File: config.mk
export PLATFORM = sky130hd
export DESIGN_NAME = gpio_irq
export DESIGN_NICKNAME = d
export VERILOG_FILES = /design/src/rtl/gpio_irq.sv
export SDC_FILE = /design/constraint.sdc
export NUM_CORES = 1
export LEC_CHECK = 0
export BUFFER_PORTS_ARGS = -buffer_cell sky130_fd_sc_hd__buf_2
export CAP_MARGIN = 20
export CORE_MARGIN = 4
export CORE_UTILIZATION = 50
export DETAILED_ROUTE_END_ITERATION = 10
export PLACE_DENSITY = 0.81
export SLEW_MARGIN = 40
export SYNTH_ARGS = -nofsm -noshare
export SYNTH_HDL_FRONTEND = slang
export SYNTH_SLANG_ARGS = --single-unit
export TNS_END_PERCENT = 100
File: constraint.sdc
create_clock -name clk -period 1 [get_ports clk]
set_input_delay 0.05 -clock clk [delete_from_list [all_inputs] [get_ports clk]]
set_output_delay 0.05 -clock clk [all_outputs]
set_load 0.02 [all_outputs]
File: src/rtl/gpio_irq.sv
// gpio_irq: 16-pin GPIO edge interrupt controller with a byte-wide CPU bus.
// Per-pin logic: synchronizer, edge detector and pending flag.
// Registers: PEND (W1C), EN, POL and LVL (read-only).
// Build option GPIO_IRQ_SYNC2_EN: when defined, a 2-flop pin synchronizer is
// used. Otherwise a single flop is used and PEND sets one cycle earlier.
module gpio_irq #(
    parameter int NUM_LANES = 16
) (
    input  logic       clk,
    input  logic       rst,
    input  logic [2:0] AD,
    input  logic [7:0] DI,
    output logic [7:0] DO,
    input  logic       rw,
    input  logic       cs,
    input  logic [NUM_LANES-1:0] pins,
    output logic       irq
);

    typedef struct packed {
        logic       wr;
        logic [1:0] sel;   // 0 PEND, 1 EN, 2 POL, 3 LVL
        logic       lo;    // odd address -> bits 7:0
        logic [7:0] data;
    } bus_req_t;

    bus_req_t             req;
    logic [NUM_LANES-1:0] en;
    logic [NUM_LANES-1:0] pol;
    logic [NUM_LANES-1:0] pend;
    logic [NUM_LANES-1:0] lvl;
    logic [NUM_LANES-1:0] clr;
    logic [15:0]          rd_word;

    assign req.wr   = cs & ~rw;
    assign req.sel  = AD[2:1];
    assign req.lo   = AD[0];
    assign req.data = DI;

    // Write-1-to-clear mask for PEND, aligned to the addressed byte
    always_comb begin
        clr = '0;
        if (req.wr && req.sel == 2'd0) begin
            if (req.lo) clr[7:0]  = req.data;
            else        clr[15:8] = req.data;
        end
    end

    // Per-lane synchronizer, history, edge detect and sticky pending flag
    for (genvar i = 0; i < NUM_LANES; i++) begin : g_lane
        logic prev;
        logic det;
`ifdef GPIO_IRQ_SYNC2_EN
        logic sync1;
        // Two-flop synchronizer followed by the history flop
        always_ff @(posedge clk) begin
            if (rst) begin
                sync1  <= 1'b0;
                lvl[i] <= 1'b0;
                prev   <= 1'b0;
            end else begin
                sync1  <= pins[i];
                lvl[i] <= sync1;
                prev   <= lvl[i];
            end
        end
`else
        // Single-flop synchronizer followed by the history flop
        always_ff @(posedge clk) begin
            if (rst) begin
                lvl[i] <= 1'b0;
                prev   <= 1'b0;
            end else begin
                lvl[i] <= pins[i];
                prev   <= lvl[i];
            end
        end
`endif
        // Only a real change of the synced level counts, so flipping POL never
        // fakes an edge.
        assign det = pol[i] ? (lvl[i] & ~prev) : (~lvl[i] & prev);

        // Set wins over a same-cycle clear; disabled edges are simply dropped
        always_ff @(posedge clk) begin
            if (rst) pend[i] <= 1'b0;
            else     pend[i] <= (pend[i] & ~clr[i]) | (det & en[i]);
        end
    end

    // EN / POL byte writes; reset overrides any concurrent bus write
    always_ff @(posedge clk) begin
        if (rst) begin
            en  <= '0;
            pol <= '0;
        end else if (req.wr) begin
            case (req.sel)
                2'd1: if (req.lo) en[7:0]  <= req.data; else en[15:8]  <= req.data;
                2'd2: if (req.lo) pol[7:0] <= req.data; else pol[15:8] <= req.data;
                default: ;
            endcase
        end
    end

    // Side-effect-free read mux
    always_comb begin
        case (req.sel)
            2'd0:    rd_word = pend;
            2'd1:    rd_word = en;
            2'd2:    rd_word = pol;
            default: rd_word = lvl;
        endcase
        DO = req.lo ? rd_word[7:0] : rd_word[15:8];
    end

    // Interrupt is a pure function of flops, so pin glitches cannot reach it
    assign irq = |(pend & en);

endmodule
# Word-level counts from Yosys, hierarchy flattened
# Cells that the tools add are included.
[word_totals]
ff_bits = 80
input_bits = 31
out_inout_bits = 9
[op_classes]
reduce_logical = 7
muxes = 21
bitwise = 132
n_eq_ne = 2
[op_table]
columns = ["op", "n"]
rows = [
  ["$and 1x1->1", 65],
  ["$not 1->1", 50],
  ["$pmux 16 s3", 1],
  ["$mux 8", 3],
  ["$and 16x16->16", 1],
  ["$mux 1", 16],
  ["$mux 16", 1],
  ["$or 1x1->1", 16],
  ["$reduce_or 16->1", 1],
  ["$reduce_and 3->1", 4],
  ["$eq 2x1->1 const B", 1],
  ["$eq 2x2->1 const B", 1],
  ["$logic_not 2->1", 1],
  ["$logic_and 1x1->1", 1],
]

# Depth between registers and ports, before layout
[depth]
depth_word = 7
ltp_mapped = 6
mapped_depth_nobuf = 3

# Worst setup path before layout
# OpenSTA, ideal clock, no wires.
[synth_path]
kind = "input port to output port"
start = "in AD[2]"
end = "out DO[6]"
path_buffers = 3
slack_ns = -0.094
arrival_ns = 1.044
cell_stages = 5
required_time_ns = 0.950
cell_sequence = "buf_6 -> buf_8 -> buf_8 -> mux2i_1 -> a221oi_2"
[synth_via]
elab_chain_cells = 3
word_cells_on_any_way = 5
[synth_lines]
columns = ["element", "line", "text"]
rows = [
  ["start: declaration", "11", "input logic [2:0] AD,"],
  ["$eq 2x2->1, or another cell as far along", "106", "case (req.sel)"],
  ["$pmux 16 s3 *", "106", ""],
  ["$mux 8 *", "112", "DO = req.lo ? rd_word[7:0] : rd_word[15:8];"],
  ["end: declaration", "13", "output logic [7:0] DO,"],
]
# Every way passes the cells marked *; elsewhere a longest branch is shown, timed or not.

# Worst setup path in the final report
[layout_path]
start = "reg pol[4]"
end = "out DO[4]"
[layout_via]
elab_chain_cells = 2
[layout_lines]
columns = ["element", "line", "text"]
rows = [
  ["start: declaration", "29", "logic [NUM_LANES-1:0] pol;"],
  ["start signal: assignment", "98", "2'd2: if (req.lo) pol[7:0] <= req.data; else pol[15:8] <= req.data;"],
  ["$pmux 16 s3", "106", ""],
  ["$mux 8", "112", ""],
]
# No other way between the ends.

==> flow_summary.toml <==
[cells_and_area]
antenna_cells = 0
fin_area_um2 = 5065
ff_latch_area_um2 = 1630
area_growth_pct = 30.83
fin_util_pct = 68.73
layout-drive-gt1-share_pct = 41.36
fillCellCount = 540
nets = 495
final_cell_mix = "57 x dfxtp_1, 57 x buf_4, 43 x nor2b_1"
fin_cells = 568
multi_input_area_um2 = 2203

[cts]
htree_num_levels = 3
cts_buffers = 9
cts_root_buffer = "clkbuf_8"
cts_buffer_depth = 2
clk_pin_slew_worst_paths_ps = 80
clock-sinks = 80
cts_tree = "done"
clock_latency_ps = 360

[worst_hold_path]
worstHoldStart = "DI[6]"
hp-class = "primary input to register"

[routing]
vias = 3149
routedWlPerCell_um = 17.14
drt-initial-drc-count = 248
drt_wl_total_um = 9733
ant_nets = 0
drc = 0
vias_per_cell = 5.544
drtPass1Iterations = 4

[power]
clkPwrFrac_pct = 40.7
total_power_mw = 6.950
p_per_area_nw_per_um2 = 1372
vdd_drop_max_uv = 846.3
p_int_mw = 5.311
power_frac_comb_pct = 11.5
netSwitchingPower_mw = 1.639
seqPwrFrac_pct = 47.8
switching_share_pct = 23.58
leakage_nw = 2.163

[run]
maxCapViolations = 0

[die]
chipWidth_um = 95.99
core-area_um2 = 7370
row_count = 31
die_y_um = 95.99
start_util_pct = 52.53
io-pin-count = 40
dieArea_um2 = 9214

[setup_path]
critPathCaptureType = "output port"
cp_cell_sequence = "mux4_2 > nor2b_2 > a221oi_2 > buf_4"
crit_slowest_cell = "mux4_2"
arrival_ps = 1560
crit_path_start_kind = "register"
reg2reg_from = "pol[12]"
max_stage_delay_ps = 480
worstPathRequired_ps = 950
critPathKind = "register to output port"
startpoint = "pol[4]"
worstPathMaxFanout = 2

[logic_synthesis]
syn_area_um2 = 3871
postSynthAreaPerCell_um2 = 10.58
synthCells = 366
synth-seq-cells = 80
ys_types = 32
syn_nets = 397
ys_seq_area_share_pct = 41.37
yosysWarningCount = 0

[timing]
slew_violations = 0
rsz0062_at_grt = "yes"
fin_ws_ps = -608.2
slew_headroom_pct = 76.56
min_period_over_period_pct = 160.8
period_minus_slack_ps = 1608
clock.fmax_mhz = 621.8
hold_violations = 0
fin_skew_ps = 5.905
finalSetupViolations = 10
worst_pin_slew_ps = 350.8

[global_routing]
grt_max_degree = 42
grt_pass1_vias = 3067
gr-usage-all-layers_pct = 22.16
overflow = 0
antenna_found_initial = 0
grt_pass1_wl_um = 15500

[placed_design]
dp_hpwl_um = 6758
gp_congestion = 0.9459
dpl-instance-area_um2 = 4489
portBuffers = 39
numPlacedInstances = 533
preCtsSetupSlack_ps = -414.2

[outcome]
violations = "setup timing"
status = "finished with violations"
## critical path, delay by kind of cell, from the launching register on
family	cells	cell delay (ps)
buffers and inverters	1	170
multiplexers	1	480
AO/OA/AOI/OAI	1	50
AND/OR/NAND/NOR	1	160
flip-flops	1	340
## power by group through the flow
stage | clock, mW | sequential [mW] | combinational (mW)
6_report | 2.83 | 3.32 | 0.797
5_1_grt | 2.96 | 3.34 | 0.855
4_1_cts | 2.85 | 3.32 | 0.769
3_5_place_dp | 0 | 3.39 | 0.689
3_3_place_gp | 0 | 3.39 | 0.674
2_1_floorplan | 0 | 3.38 | 0.459
## metrics by stage
stage               hold WS [ps]  setup TNS, ps
detailed placement         263.7         -13830
global placement           256.6         -11630
floorplan                  178.2          -1236
global route               83.18          -5679
finish                     50.65          -5224
CTS                        40.21          -5221
## cells in the mapped netlist (all sizes together)
| master | instances | area share, % |
|---|---|---|
| a22o | 4 | 0.90 |
| a21oi | 16 | 2.1 |
| nand2b | 33 | 5.3 |
| o31ai | 16 | 4.7 |
| and3b | 16 | 3.6 |
| dfxtp | 80 | 41 |
| a221oi | 12 | 4.0 |
| and3 | 1 | 0.16 |
| nand2 | 2 | 0.26 |
| or3b | 1 | 0.23 |
| nand4 | 1 | 0.16 |
| inv | 8 | 0.78 |
| and2 | 1 | 0.16 |
| or2 | 1 | 0.16 |
| nand3 | 3 | 0.71 |
| clkbuf | 9 | 0.87 |
| mux4 | 8 | 4.7 |
| o21ai | 32 | 4.1 |
| buf | 13 | 3.2 |
| mux2i | 40 | 10 |
| nor3b | 17 | 3.4 |
| nor2 | 1 | 0.52 |
| nor2b | 51 | 8.2 |
## path summary, 6_finish.rpt
| path | end | slack, ps | cells after the start |
|---|---|---|---|
| setup / recovery | DO[4] | -610 | 4 |
| hold / removal | pol[14] | 50 | 3 |
| setup reg to reg | pend[12] | -50 | 3 |
| hold reg to reg | pend[2] | 490 | 2 |
## cell families (layout without fill, tap and decap cells)
kind of cell	after synthesis	in the layout	share of synthesized area, %
AND/OR/NAND/NOR	128	128	22.98
AO/OA/AOI/OAI	80	80	15.77
flip-flops	80	80	41.37
multiplexers	48	48	15.00
buffers and inverters	30	133	4.880
## routing by layer
layer | up-vias | track usage (%) | share of wire [%]
met3 | 18 | 5.160 | 6.2
met1 | 1520 | 29.17 | 43
met4 | 0 | 9.597 | 1.9
met2 | 94 | 34.68 | 49
li1 | 1517 | - | -
met5 | - | 0 | 0
## state kept, by name, indices dropped and copies added (netlist names)
signal,count
en,16
g_lane.prev,16
lvl,16
pend,16
pol,16
## layout make-up
cell class	instances	share of cell area, %
Clock inverter	7	2.174
Timing Repair Buffer	109	16.65
Multi-Input combinational cell	256	43.50
Sequential cell	80	32.19
Tap cell	99	2.446
Clock buffer	9	2.446
Inverter	8	0.5929
## repair_timing
action	in CTS	in global routing
hold buffers	16	0
endpoints found under the hold margin	16	0
buffers inserted	1	3
pin swaps	3	11
gates resized for setup	41	31
gates cloned	0	0
setup endpoints to repair	16	21
No activity file was read; power rests on OpenSTA's default activity.
